[config.mk]
export PLATFORM = sky130hd
export DESIGN_NAME = mem_stage
export DESIGN_NICKNAME = d
export VERILOG_FILES = /design/src/rtl/mem_stage.sv
export SDC_FILE = /design/constraint.sdc
export NUM_CORES = 1
export LEC_CHECK = 0
export CAP_MARGIN = 20
export CORE_MARGIN = 4
export CORE_UTILIZATION = 38
export CTS_CLUSTER_DIAMETER = 80
export DETAILED_ROUTE_END_ITERATION = 7
export PLACE_DENSITY_LB_ADDON = 0.1
export SYNTH_ARGS = -nofsm -noshare
export SYNTH_HDL_FRONTEND = slang
export SYNTH_SLANG_ARGS = --single-unit
[constraint.sdc]
create_clock -name clk_i -period 4.7 [get_ports clk_i]
set_input_delay 0.94 -clock clk_i [delete_from_list [all_inputs] [get_ports clk_i]]
set_output_delay 0.94 -clock clk_i [all_outputs]
set_load 0.1 [all_outputs]
[src/rtl/mem_stage.sv]
// Memory stage: takes a load/store from the ALU stage, runs it on the data-memory
// req/gnt/rvalid port and returns formatted write-back data to the register file.
package mem_stage_pkg;
    typedef enum logic {BYTE = 1'b0, WORD = 1'b1} access_size_t;
endpackage

module mem_stage
    import mem_stage_pkg::*;
#(
    parameter int unsigned DATA_WIDTH     = 32,
    parameter int unsigned ADDR_WIDTH     = 32,
    parameter int unsigned REGISTER_WIDTH = 5
) (
    input  logic                      clk_i,
    input  logic                      rst_ni,
    input  logic                      valid_i,
    input  logic                      is_load_i,
    input  logic                      is_store_i,
    input  logic                      reg_wr_en_i,
    input  access_size_t              access_size_i,
    input  logic [ADDR_WIDTH-1:0]     addr_i,
    input  logic [DATA_WIDTH-1:0]     wdata_i,
    input  logic [REGISTER_WIDTH-1:0] rd_i,
    output logic                      stall_o,
    output logic                      dmem_req_o,
    output logic                      dmem_we_o,
    output logic [ADDR_WIDTH-1:0]     dmem_addr_o,
    output logic [3:0]                dmem_be_o,
    output logic [DATA_WIDTH-1:0]     dmem_wdata_o,
    input  logic                      dmem_gnt_i,
    input  logic                      dmem_rvalid_i,
    input  logic [DATA_WIDTH-1:0]     dmem_rdata_i,
    output logic                      wb_valid_o,
    output logic                      wb_reg_wr_en_o,
    output logic [REGISTER_WIDTH-1:0] wb_rd_o,
    output logic [DATA_WIDTH-1:0]     wb_data_o,
    output logic                      misaligned_o
);

    localparam logic [1:0] StIdle = 2'd0;
    localparam logic [1:0] StReq  = 2'd1;
    localparam logic [1:0] StWait = 2'd2;

    logic [1:0]                state;
    logic [ADDR_WIDTH-1:0]     req_addr;
    logic [DATA_WIDTH-1:0]     req_wdata;
    access_size_t              req_size;
    logic [REGISTER_WIDTH-1:0] req_rd;
    logic                      req_wr_en;
    logic                      req_is_load;

    logic                      accept;
    logic                      misaligned_req;
    logic                      in_req;
    logic [7:0]                rbyte;
    logic [DATA_WIDTH-1:0]     load_data;

    assign accept         = (state == StIdle) && valid_i && (is_load_i || is_store_i);
    assign misaligned_req = (access_size_i == WORD) && (addr_i[1:0] != 2'b00);
    assign in_req         = (state == StReq);

    assign stall_o      = (state != StIdle);
    assign dmem_req_o   = in_req;
    assign dmem_we_o    = in_req && !req_is_load;
    assign dmem_addr_o  = in_req ? {req_addr[ADDR_WIDTH-1:2], 2'b00} : '0;
    // Byte stores replicate the byte on every lane; the enables pick the target.
    assign dmem_wdata_o = !in_req          ? '0 :
                          (req_size == BYTE) ? {(DATA_WIDTH/8){req_wdata[7:0]}} : req_wdata;

    always_comb begin
        dmem_be_o = 4'b0000;
        if (in_req) begin
            if (req_is_load || (req_size == WORD)) begin
                dmem_be_o = 4'b1111;
            end else begin
                dmem_be_o = 4'b0001 << req_addr[1:0];
            end
        end
    end

    always_comb begin
        rbyte     = dmem_rdata_i[{req_addr[1:0], 3'b000} +: 8];
        load_data = (req_size == BYTE) ? {{(DATA_WIDTH-8){rbyte[7]}}, rbyte} : dmem_rdata_i;
    end

    always_ff @(posedge clk_i or negedge rst_ni) begin
        if (!rst_ni) begin
            state          <= StIdle;
            req_addr       <= '0;
            req_wdata      <= '0;
            req_size       <= BYTE;
            req_rd         <= '0;
            req_wr_en      <= 1'b0;
            req_is_load    <= 1'b0;
            wb_valid_o     <= 1'b0;
            wb_reg_wr_en_o <= 1'b0;
            wb_rd_o        <= '0;
            wb_data_o      <= '0;
            misaligned_o   <= 1'b0;
        end else begin
            wb_valid_o     <= 1'b0;
            wb_reg_wr_en_o <= 1'b0;
            misaligned_o   <= 1'b0;
            unique case (state)
                StIdle: begin
                    if (accept) begin
                        req_addr    <= addr_i;
                        req_wdata   <= wdata_i;
                        req_size    <= access_size_i;
                        req_rd      <= rd_i;
                        req_wr_en   <= reg_wr_en_i;
                        req_is_load <= is_load_i;
                        // Misaligned words never reach memory; report and stay idle.
                        if (misaligned_req) begin
                            wb_valid_o   <= 1'b1;
                            misaligned_o <= 1'b1;
                            wb_rd_o      <= rd_i;
                        end else begin
                            state <= StReq;
                        end
                    end
                end
                StReq: begin
                    if (dmem_gnt_i) begin
                        if (req_is_load) begin
                            state <= StWait;
                        end else begin
                            state      <= StIdle;
                            wb_valid_o <= 1'b1;
                            wb_rd_o    <= req_rd;
                        end
                    end
                end
                StWait: begin
                    if (dmem_rvalid_i) begin
                        state          <= StIdle;
                        wb_valid_o     <= 1'b1;
                        wb_reg_wr_en_o <= req_wr_en;
                        wb_rd_o        <= req_rd;
                        wb_data_o      <= load_data;
                    end
                end
                default: state <= StIdle;
            endcase
        end
    end

endmodule

### After elaboration in Yosys (flattened, before gate mapping)

Index checks and enable logic that the tools add are counted.
W data, S select, Z words.

* flip-flop bits (word level): 114
* output and inout port bits: 111
* bits of input ports: 110
* logic and storage cells: 64
* memory bits (read-only): 0
* memories kept: 0
* latch bits: 0
* RAM bits: 0

* multipliers: 0
* divide/modulo/power cells: 0
* reductions and logical operators: 15
* multiplexer cells: 27
* bitwise logic cells: 0
* $add $sub $neg: 0
* shifts and indexed selects: 2
* magnitude comparators: 0
* eq/ne operators: 8

Operator list (count)
* $mux W32: 4
* $shiftx A32 B6 Y8: 1
* $mux W5: 5
* $pmux W5 S3: 1
* $ne A2 B2 Y1 const B: 6
* $mux W2: 5
* $mux W1: 8
* $mux W4: 2
* $pmux W2 S3: 1
* $reduce_and A6 Y1: 1
* $logic_and A1 B1 Y1: 4
* $reduce_and A2 Y1: 2
* $reduce_and A4 Y1: 1
* $reduce_bool A2 Y1: 2
* $shl A1 B2 Y4 const A: 1
* $pmux W1 S3: 1
* $reduce_bool A3 Y1: 1
* $eq A2 B1 Y1 const B: 1
* $eq A2 B2 Y1 const B: 1
* $logic_not A2 Y1: 1
* $logic_or A1 B1 Y1: 2
* $logic_not A1 Y1: 1

### Depth between registers and ports, before layout

* word-level depth: 5
* gate-level depth with buffers: 7
* depth with buffers taken out: 6

### Least setup slack after synthesis

OpenSTA, ideal clock, no wires.

* path kind: flip-flop to output port
* start: register state[1]
* end: output dmem_be_o[1]
* data arrival time: 3.937 ns
* slack: -0.177 ns
* stages on the path, launching flop included: 5
* buffers on the path: 1
* data required time: 3.760 ns
* cell sequence: dfrtp_1 -> inv_1 -> ha_1 -> clkbuf_1 -> a21boi_0

* longest elaborated chain between the ends: 2

Ends and longest elaborated chain
* start, declared: line 44 `logic [1:0] state;`
* start signal, assigned: line 88 `state <= StIdle;`
* start signal, assigned: line 119 `state <= StReq;`
* start signal, assigned: line 126 `state <= StWait;`
* $eq A2 B1 Y1: line 60 `assign in_req = (state == StReq);`
* via dmem_req_o: line 25 `output logic dmem_req_o,`
* $mux W4: line 72 `if (in_req) begin`
* end, declared: line 28 `output logic [3:0] dmem_be_o,`

The timed path passes the listed nets, and every way through them passes these cells.

### Worst setup path after layout

* start: register state[0]
* end: output stall_o

* longest elaborated chain between the ends: 1

Ends and longest elaborated chain
* $reduce_bool A2 Y1: line 62 `assign stall_o = (state != StIdle);`
* end, declared: line 24 `output logic stall_o,`

No other way between the ends.

==> impl_metrics.tcl <==
set metrics [dict create \
    result_of_the_run "completed" \
    root_buffer "clkbuf_16" \
    floorplan.io_pins 221 \
    postLayoutCellArea_sq_mm 0.00812 \
    clk_pin_slew_ps 50 \
    cts-hold-fix-buffers 0 \
    timing.max_cap.violations 0 \
    most_used_cells_in_the_layout_excluding_fill_and_tap_cells "clkdlybuf4s50_1 (149), dfrtp_1 (113), buf_4 (74), mux2_2 (73), nand2_1 (51)" \
    syn_avg_cell_area_sq_um 11.1 \
    worstPathMaxFanout 4 \
    worstSetupStartpointType "register" \
    globalplace.congestion 0.834 \
    width_of_the_die_um 128 \
    tritoncts_buffers 17 \
    drt-pass1-iter-count 6 \
    final_nets 812 \
    postRouteAntennaNets 0 \
    routed_wl_um 15200 \
    area_enclosed_by_the_die_boundary_sq_mm 0.0164 \
    netlist-cell-type-count 28 \
    standard_cell_area_after_detailed_placement_sq_mm 0.00753 \
    layout.filler_cells 1192 \
    synth-warning-count 0 \
    routed_via_density 4.94 \
    area_of_the_core_sq_mm 0.0140 \
    crit_arrival_ps 2430 \
    fp-row-count 43 \
    slew_headroom_pct 30.3 \
    grt_antenna_before_repair 1 \
    max_slew.worst_pin.slew_ps 1040 \
    timing.hold.worst.class "in -> async" \
    synth_sequential_area_ratio_pct 52.0 \
    first_pass_grt_wire_length_um 24300 \
    report.final.setup_viol 0 \
    grt.met2_usage_pct 29.0 \
    setup-tns-final_ps 0 \
    syn_inst 492 \
    post_route_cells_drive_above_1_share_pct 26.1 \
    placedCellCount 856 \
    initial_core_util_pct 39.2 \
    final.setup_skew_ps 6.78 \
    area_growth_pct 48.0 \
    grtUsageTotal_pct 18.9 \
    synthDominantAreaCellType "dfrtp_1" \
    syn_area_sq_mm 0.00548 \
    drt_first_iter_violations 195 \
    grt_setup_unrepaired "false" \
    grt.overflow.total 0 \
    globalRouteMet3Util_pct 7.21 \
    hold_viol 0 \
    critical_path_class "reg -> out" \
    fmax_ghz 0.296 \
    maximum_number_of_pins_on_one_net_before_global_route_repair 72 \
    dp_hpwl_um 10900 \
    cp_data_required_time_ps 3760 \
    use_met1_pct 23.9 \
    route.detailed.wl_per_inst_um 17.1 \
    layout.cells.non_filler 890 \
    cts.sinks 114 \
    cts_max_path_buffers 2 \
    gr-max-usage-layer "met2" \
    post_cts_resize_count 0 \
    vias 4397 \
    synth.ff_latch_count 114 \
    post-route-drc-count 0 \
    final_min_period_over_clock_period_pct 71.8 \
    final_max_slew_violation_count 0 \
    synth_area_leaders "dfrtp_1 (52%), mux2_2 (15%), and2_1 (4.5%), a21boi_0 (3.7%), nand2_1 (3.5%)" \
    port_buffers 218 \
    post-cts-setup-buffer-count 0 \
    mostFrequentLayoutCell "clkdlybuf4s50_1" \
    cts.htree.levels 4 \
    first_global_vias 4550 \
    worst_setup_path_end_kind "output pin" \
    cts_tree "yes" \
    final_period_demand_of_the_worst_path_ps 3370 \
    synth_top_area_share_pct 52.0 \
    fin_hold_ws_ps 497 \
    clkLatencyLatePin_ps 400 \
    die_height_um 128 \
]
critical path, stage by stage, from the launching register on:
cell	delay, ps
dfrtp_1	390
inv_1	100
ha_1	290
inv_1	120
clkdlybuf4s50_1	1130
cell usage after synthesis, drive strengths merged:
cell / n
dfrtp: 114
mux2: 73
nand2: 51
and2: 39
nor2: 36
a31oi: 30
a21boi: 27
a21oi: 27
buf: 21
clkbuf: 19
mux2i: 13
nand2b: 12
a211oi: 9
ha: 5
inv: 4
nor2b: 3
o21ai: 3
and3: 1
conb: 1
mux4: 1
o211ai: 1
o31a: 1
or2: 1
area by class of cell:
cell class	count	area, sq um	share of cell area, %
tap	180	225	2.78
multi-input combinational	335	2390	29.4
clock inverter	5	25.0	0.308
sequential	114	2850	35.2
clock buffer	26	519	6.40
antenna	1	2.50	0.0308
inverter	4	15.0	0.185
timing repair buffer	225	2090	25.7
registers in the layout, indices dropped and copies added, names as in the netlist:
| signal | flops |
|---|---|
| req_rd | 5 |
| wb_rd_o | 5 |
| req_is_load | 1 |
| misaligned_o | 1 |
| wb_data_o | 32 |
| req_wr_en | 1 |
| req_wdata | 32 |
| wb_reg_wr_en_o | 1 |
| req_size | 1 |
| state | 2 |
| wb_valid_o | 1 |
| req_addr | 32 |
per-layer routing:
layer / wire length [um] / part of all wire, %
met1: 6290 / 41
met2: 7230 / 48
met3: 1290 / 8.5
met4: 372 / 2.5
met5: 0 / 0
logic make-up (layout without fill, tap and decap cells):
| kind of cell | count (synthesis) | count (layout) | share of synthesized area (%) |
|---|---|---|---|
| fa+ha+maj | 5 | 5 | 1.14 |
| mux | 87 | 87 | 17.8 |
| compound gates | 98 | 98 | 11.9 |
| buf+inv | 44 | 260 | 4.70 |
| flops | 114 | 114 | 52.0 |
| simple gates | 143 | 143 | 12.3 |
| other cells | 1 | 3 | 0.0684 |
worst paths after layout:
kind	from	to	slack, ps	depth (start not counted)
max	state[0]	stall_o	1330	4
min	rst_ni	wb_rd_o[4]	500	1
max reg2reg	req_addr[0]	wb_data_o[28]	2230	3
min reg2reg	req_addr[4]	req_addr[4]	500	1
max in group asynchronous	rst_ni	req_addr[19]	3280	2
min in group clk_i	req_addr[4]	req_addr[4]	500	1
stage by stage:
| step | setup WS [ps] | util, % |
|---|---|---|
| 2_1_floorplan | -177 | - |
| 3_5_place_dp | 1650 | 53.8 |
| 5_1_grt | 1210 | 58.0 |
| 6_report | 1330 | 58.0 |
| 3_3_place_gp | 1750 | 53.8 |
| 4_1_cts | 1190 | 57.7 |
Power is left out: the tool's default activity adds up to more than one toggle a clock period on the data nets, which glitch-free logic cannot reach.
